===== src/rtl/inst_ctrl.sv =====
// rtl/inst_ctrl.sv - multi-cycle fetch/decode/execute/mem/write-back sequencer for the RV32E core
module inst_ctrl (
    input  logic        clk,
    input  logic        rst_n,
    output logic        ifu_req,
    input  logic        ifu_ack,
    input  logic [31:0] ifu_rdata,
    output logic [31:0] inst_o,
    output logic [4:0]  rs1_o,
    output logic [4:0]  rs2_o,
    output logic [4:0]  rd_o,
    output logic [2:0]  funct3_o,
    output logic [6:0]  funct7_o,
    output logic [2:0]  type_o,
    output logic        lsu_req,
    output logic        lsu_we,
    input  logic        lsu_ack,
    input  logic        branch_taken,
    output logic        reg_we,
    output logic        pc_we,
    output logic        pc_sel,
    output logic        halt,
    output logic        illegal,
    output logic [31:0] inst_cnt
);
    localparam logic [2:0] INST_R = 3'd1;
    localparam logic [2:0] INST_I = 3'd2;
    localparam logic [2:0] INST_S = 3'd3;
    localparam logic [2:0] INST_B = 3'd4;
    localparam logic [2:0] INST_U = 3'd5;
    localparam logic [2:0] INST_J = 3'd6;

    localparam logic [6:0] OP_R      = 7'b0110011;
    localparam logic [6:0] OP_IMM    = 7'b0010011;
    localparam logic [6:0] OP_LOAD   = 7'b0000011;
    localparam logic [6:0] OP_JALR   = 7'b1100111;
    localparam logic [6:0] OP_SYSTEM = 7'b1110011;
    localparam logic [6:0] OP_STORE  = 7'b0100011;
    localparam logic [6:0] OP_BRANCH = 7'b1100011;
    localparam logic [6:0] OP_LUI    = 7'b0110111;
    localparam logic [6:0] OP_AUIPC  = 7'b0010111;
    localparam logic [6:0] OP_JAL    = 7'b1101111;

    localparam logic [31:0] EBREAK = 32'h0010_0073;

    typedef enum logic [2:0] {
        S_RST, S_FETCH, S_DECODE, S_EXEC, S_MEM, S_WB, S_HALT
    } state_t;

    state_t      state;
    logic [31:0] ir;
    logic [6:0]  opcode;
    logic [2:0]  dec_type;
    logic        dec_bad;
    logic        wb_reg_we;
    logic        wb_pc_sel;
    logic        is_mem;

    assign inst_o   = ir;
    assign opcode   = ir[6:0];
    assign rs1_o    = ir[19:15];
    assign rs2_o    = ir[24:20];
    assign rd_o     = ir[11:7];
    assign funct3_o = ir[14:12];
    assign funct7_o = ir[31:25];

    always_comb begin
        dec_type = 3'd0;
        case (opcode)
            OP_R:                               dec_type = INST_R;
            OP_IMM, OP_LOAD, OP_JALR, OP_SYSTEM: dec_type = INST_I;
            OP_STORE:                           dec_type = INST_S;
            OP_BRANCH:                          dec_type = INST_B;
            OP_LUI, OP_AUIPC:                   dec_type = INST_U;
            OP_JAL:                             dec_type = INST_J;
            default:                            dec_type = 3'd0;
        endcase
    end

    // RV32E has only x0-x15, so bit 4 of any used register field is illegal
    always_comb begin
        dec_bad = 1'b0;
        case (dec_type)
            INST_R:         dec_bad = ir[11] | ir[19] | ir[24];
            INST_I:         dec_bad = ir[11] | ir[19];
            INST_S, INST_B: dec_bad = ir[19] | ir[24];
            INST_U, INST_J: dec_bad = ir[11];
            default:        dec_bad = 1'b1;
        endcase
    end

    assign is_mem    = (opcode == OP_LOAD) || (opcode == OP_STORE);
    assign wb_reg_we = (type_o != INST_S) && (type_o != INST_B) && (rd_o != 5'd0);
    assign wb_pc_sel = (type_o == INST_J) || (opcode == OP_JALR) ||
                       ((type_o == INST_B) && branch_taken);

    always_ff @(posedge clk or negedge rst_n) begin
        if (!rst_n) begin
            state    <= S_RST;
            ir       <= 32'd0;
            type_o   <= 3'd0;
            inst_cnt <= 32'd0;
            ifu_req  <= 1'b0;
            lsu_req  <= 1'b0;
            lsu_we   <= 1'b0;
            reg_we   <= 1'b0;
            pc_we    <= 1'b0;
            pc_sel   <= 1'b0;
            halt     <= 1'b0;
            illegal  <= 1'b0;
        end else begin
            reg_we <= 1'b0;
            pc_we  <= 1'b0;
            pc_sel <= 1'b0;
            case (state)
                S_RST: begin
                    state   <= S_FETCH;
                    ifu_req <= 1'b1;
                end
                S_FETCH: begin
                    if (ifu_ack) begin
                        ir      <= ifu_rdata;
                        ifu_req <= 1'b0;
                        state   <= S_DECODE;
                    end
                end
                S_DECODE: begin
                    type_o <= dec_type;
                    if (ir == EBREAK) begin
                        state    <= S_HALT;
                        halt     <= 1'b1;
                        inst_cnt <= inst_cnt + 32'd1;
                    end else if (dec_bad) begin
                        state   <= S_HALT;
                        halt    <= 1'b1;
                        illegal <= 1'b1;
                    end else begin
                        state <= S_EXEC;
                    end
                end
                S_EXEC: begin
                    if (is_mem) begin
                        state   <= S_MEM;
                        lsu_req <= 1'b1;
                        lsu_we  <= (opcode == OP_STORE);
                    end else begin
                        state  <= S_WB;
                        pc_we  <= 1'b1;
                        reg_we <= wb_reg_we;
                        pc_sel <= wb_pc_sel;
                    end
                end
                S_MEM: begin
                    if (lsu_ack) begin
                        state   <= S_WB;
                        lsu_req <= 1'b0;
                        lsu_we  <= 1'b0;
                        pc_we   <= 1'b1;
                        reg_we  <= wb_reg_we;
                        pc_sel  <= wb_pc_sel;
                    end
                end
                S_WB: begin
                    state    <= S_FETCH;
                    ifu_req  <= 1'b1;
                    inst_cnt <= inst_cnt + 32'd1;
                end
                default: begin
                    state <= S_HALT;
                end
            endcase
        end
    end
endmodule

===== config.mk =====
export PLATFORM = sky130hd
export DESIGN_NAME = inst_ctrl
export DESIGN_NICKNAME = d
export VERILOG_FILES = /design/src/rtl/inst_ctrl.sv
export SDC_FILE = /design/constraint.sdc
export NUM_CORES = 1
export LEC_CHECK = 0
export CAP_MARGIN = 20
export CORE_UTILIZATION = 40
export DETAILED_ROUTE_END_ITERATION = 8
export GPL_TIMING_DRIVEN = 0
export HOLD_SLACK_MARGIN = 0.15
export PLACE_DENSITY = 0.82
export SLEW_MARGIN = 25
export SYNTH_ARGS = -nofsm -noshare
export SYNTH_HDL_FRONTEND = slang
export SYNTH_SLANG_ARGS = --single-unit

===== constraint.sdc =====
create_clock -name clk -period 3 [get_ports clk]
set_clock_uncertainty 0.2 [all_clocks]
set_input_delay 0.45 -clock clk [delete_from_list [all_inputs] [get_ports clk]]
set_output_delay 0.45 -clock clk [all_outputs]
set_load 0.01 [all_outputs]

* Word level (Yosys, flattened, before mapping)
Index checks and enable logic that the tools add are counted.
** Storage, ports and cells
- RAM bits :: 0
- Input bits :: 37
- Memory bits (read-only) :: 0
- Register bits after elaboration :: 78
- Memories kept :: 0
- Latch bits :: 0
** Cells by class
- Bitwise logic cells :: 4
- Div/mod/pow operators :: 0
- $lt $le $gt $ge :: 0
- Add/sub/neg operators :: 1
- Shifts and indexed selects :: 0
- Muxes and demuxes :: 28
- Equal/unequal tests :: 30
- Reduce and logical (&&, ||, !) cells :: 24
- Multipliers :: 0
** Operator list (count)
- 32-bit one-hot mux with 2 select lines :: 1
- 32-bit by 1-bit adder with 32-bit output (second input constant) :: 1
- 32-bit by 21-bit == test with 1-bit output (second input constant) :: 1
- 32-bit 2-to-1 mux :: 1
- 7-bit == test (second input constant) :: 4
- 3-bit == test (second input constant) :: 7
- 7-bit by 6-bit == test with 1-bit output (second input constant) :: 3
- 3-bit one-hot mux with 6 select lines :: 1
- 3-bit one-hot mux with 5 select lines :: 1
- 7-bit by 5-bit == test with 1-bit output (second input constant) :: 2
- 1-bit 2-to-1 mux :: 13
- 3-bit by 2-bit == test with 1-bit output (second input constant) :: 4
- 3-bit 2-to-1 mux :: 4
- 1-bit one-hot mux with 2 select lines :: 6
- 2-bit AND reduction :: 5
- 2-bit inequality test (second input constant) :: 4
- 2-bit nonzero test :: 4
- 2-bit OR reduction :: 4
- 7-bit by 2-bit == test with 1-bit output (second input constant) :: 1
- 3-bit by 1-bit == test with 1-bit output (second input constant) :: 2
- 3-bit AND reduction :: 2
- 5-bit nonzero test :: 1
- 1-bit one-hot mux with 4 select lines :: 1
- 4-bit OR reduction :: 1
- 7 further kinds :: 13

* Longest topological paths before layout
- Word-level depth :: 9
- Mapped depth :: 9

* Least setup slack after synthesis
No wires, ideal clock.
- Kind :: register to register
- From :: register ir[7], in the netlist inst_o[7]
- To :: register inst_cnt[27]
- Stages on the path, launching flop included :: 8
- Buffers on the path :: 1
- Arrival :: 2.317 ns
- Required time :: 2.674 ns
- Setup time :: 0.126 ns
- Path slack :: 0.356 ns
- Period minus slack after synthesis :: 2.644 ns
- Cell sequence :: dfrtp_1 or4_1 nand4bb_1 or4_4 a211oi_4 buf_6 nand3_1 xnor2_1
** On the way
- Cells in the longest elaborated chain, start to end :: 3
** RTL lines
- from (decl) :: line 51 : logic [31:0] ir;
- from (signal assigned) :: line 122 : ir <= ifu_rdata;
- 32-bit by 21-bit == test with 1-bit output :: line 129 : if (ir == EBREAK) begin
- 2-bit inequality test (no line)
- 2-bit AND reduction (no line)
- to (signal assigned) :: line 132 : inst_cnt <= inst_cnt + 32'd1;
- to (signal assigned) :: line 166 : inst_cnt <= inst_cnt + 32'd1;
- to (decl) :: line 24 : output logic [31:0] inst_cnt
Every way passes these cells.
A chain may end at the register's enable or synchronous reset.

* Worst setup path after layout
Ends and elaborated chain as after synthesis.

==> summary.txt <==
Outcome
  • Status: complete, no violations

Power and ir drop
  • VDD IR max: 0.518 mV
  • Switching Share: 0.339
  • Leak: 2.28 nW
  • P_sw: 1.77 mW
  • Power Internal: 3.45 mW
  • Pwr dens: 937 nW/um2
  • Sequential share of power: 0.333
  • Clock share of power: 0.180
  • Combinational share of power: 0.487

Placed design
  • Placed cells: 594
  • HPWL Detailed: 7220 um
  • Placed Instance Area: 5310 um2
  • Gp weighted congestion: 0.850
  • IO buf count: 136

CTS
  • Inserted Clock Buffers: 9
  • Num Clock Sinks: 78
  • TritonCTS clock tree: built
  • Clk_lat worst skew: 350 ps
  • Worst-path clk slew: 80 ps
  • CTS root buffer: clkbuf_8
  • H-tree Lvls: 3
  • Clk buf depth: 2

Critical path
  • R2R depth: 7
  • Critical Path RT: 3030 ps
  • Crit Path Category: register to register
  • R2r setup slk: 210 ps
  • Critical Path AT: 2820 ps
  • Crit. Startpoint: inst_o[7]
  • Worst setup EP type: register
  • Crit-path max FO: 10
  • Crit start category: register
  • Worst flop-to-flop path endpoint: inst_cnt[27]
  • R2R Path Start: inst_o[7]

GRT
  • Largest net degree at the start of global routing: 41
  • First-pass GRT wire length: 15,800 um
  • GRT Total Usage: 0.205
  • Vias in the first global route: 3,133
  • Initial antenna violation count: 0
  • GRT Residual Overflow: 0

Route
  • Initial drt markers: 115
  • Post-route ant nets: 0
  • Vias per cell: 5.14
  • Post-Route WL: 9740 um
  • DRT Pass-1 Iters: 5
  • Routed WL per cell: 15.9 um
  • DRC viols: 0
  • Vias: 3,147

Timing
  • Post-route minimum period: 2790 ps
  • RSZ-0062 raised after global routing: no
  • Final setup violation count: 0
  • Final TNS setup: 0 ps
  • Final Max Tran Viols: 0
  • Slew HR: 0.421
  • Worst Max-Slew Pin Slew: 862 ps
  • Tcrit/Tclk final: 0.929
  • F_max: 359 MHz
  • Final hold violations: 0

Synthesis
  • Top-area cell type share of the netlist area: 0.515
  • Post-synthesis sequential area ratio: 0.515
  • Synth Cell Area: 3790 um2
  • Synth top area cells: dfrtp_1, mux2_2, xnor2_1
  • #FFs+latches synth: 78
  • Synth unique cells: 48
  • Syn_nets: 384
  • Async set-reset flop share out of synthesis: 1.00
  • EDFF count, synth: 0
  • Avg Synthesized Cell Area: 11.0 um2
  • Post-Synthesis Cells: 346
  • Top_reg_cell synth: dfrtp_1
  • Yosys synthesis warning count: 0
  • Top cell type by total area after synthesis: dfrtp_1

Min path
  • Worst Hold Depth: 1
  • Hold_sp: illegal
  • HP Class: register to register
  • WHS Endpoint: illegal

Floorplan
  • Full die area: 9880 um2
  • Die Y: 99.4 um
  • Initial Utilization: 0.413
  • # IOs: 137
  • # rows: 35
  • Chip Width: 99.4 um
  • Core area: 9200 um2

Cells and area
  • Nets: 534
  • ANT cells: 0
  • Final std cells w/o fill: 612
  • Design area: 5570 um2
  • Layout Area Growth over Synthesis: 46.9%
  • Share of cells above drive strength 1: 0.180
  • Core Util, Final: 0.606
  • Filler Cells Inserted: 775

Flow run
  • MaxCap Viol Count: 0
## worst max-delay path, stage by stage (launching register included)
cell	delay, ps
dfrtp_1	410
or4_1	580
nand4bb_1	250
or4_4	500
a211oi_4	260
buf_6	190
nand3_1	110
xnor2_1	180
## registers in the layout (all words and copies together), names as in the netlist
signal	count
lsu_we	1
lsu_req	1
reg_we	1
state	3
pc_we	1
pc_sel	1
halt	1
ifu_req	1
type_o	3
inst_o	32
inst_cnt	32
illegal	1
## cell families after synthesis
| family | synth area share |
|---|---|
| simple gates | 0.161 |
| xor+xnor | 0.0716 |
| buf+inv | 0.0785 |
| compound gates | 0.0739 |
| mux | 0.0976 |
| fa+ha+maj | 0.00330 |
| flops | 0.515 |
## per-stage QoR
stage               setup WS (ps)  total power, mW  hold WS (ps)
global placement            -1390             4.21           245
finish                        212             5.22           273
CTS                          48.6             5.25           270
floorplan                     356             2.98         -45.6
detailed placement           49.5             4.30           253
global route                 33.5             5.53           288
## cell type report
| cell class | count | area [um2] | share of cell area |
|---|---|---|---|
| clock buffer | 10 | 128 | 0.0229 |
| buffer | 38 | 260 | 0.0467 |
| sequential | 78 | 1950 | 0.350 |
| timing repair buffer | 139 | 1400 | 0.251 |
| multi-input combinational | 220 | 1550 | 0.278 |
| clock inverter | 6 | 110 | 0.0198 |
| tap | 111 | 139 | 0.0249 |
| inverter | 10 | 37.5 | 0.00674 |
## cells in the mapped netlist, types with 2 or more instances
cell type	instances
xnor2_1	24
a21oi_1	6
nand3_1	17
nand4b_1	2
mux2_2	32
o32a_1	2
a21o_1	3
clkbuf_1	9
nor4b_1	2
a31oi_1	2
o21ai_0	16
and3_1	6
buf_4	25
nor2_1	23
xor2_1	7
a21boi_0	2
or4_1	3
nand4_1	7
o211ai_1	3
nor3_1	10
or3_1	3
dfrtp_1	78
inv_1	9
nor4_1	7
o21bai_1	2
buf_6	3
nand2_1	21
nand3b_1	2
## how the worst max path moves through the flow
stage / slack, ps / end
after floorplan: 360 / inst_cnt[27]
after global placement: -1390 / inst_o[25]
after detailed placement: 50 / inst_o[12]
after CTS: 50 / inst_cnt[20]
after global routing: 30 / inst_cnt[28]
final: 210 / inst_cnt[27]
## placed cells by master (no fill, tap or decap), types with 9 or more instances in the layout
cell type	count
inv_1	9
nor3_1	10
clkbuf_1	10
nand3_1	17
mux2_2	32
clkbuf_8	9
buf_4	27
nor2_1	22
nand2_1	21
o21ai_0	16
dfrtp_1	78
xnor2_1	24
clkdlybuf4s50_1	135
## power groups by stage
stage,combinational [mW],clock (mW),sequential (mW)
2_1_floorplan,1.16,0,1.82
3_3_place_gp,2.47,0,1.74
3_5_place_dp,2.53,0,1.77
4_1_cts,2.55,0.957,1.75
5_1_grt,2.72,1.00,1.80
6_report,2.54,0.940,1.74
## layer usage
layer	part of all wire	global-route usage	vias to the layer above	routed length (um)
met1	0.43	0.260	1520	4150
met4	0.019	0.0792	0	189
met5	0	0	-	0
met2	0.51	0.348	118	4970
met3	0.045	0.0379	17	437
li1	-	-	1492	-
## repair_timing
action                                  in CTS  in global routing
hold endpoints to repair                    39                  0
hold buffers                                 1                  0
endpoints found under the setup margin       0                 18
gates resized for setup                      0                  2
buffers inserted                             0                  1
No activity file was read; power rests on OpenSTA's default activity.
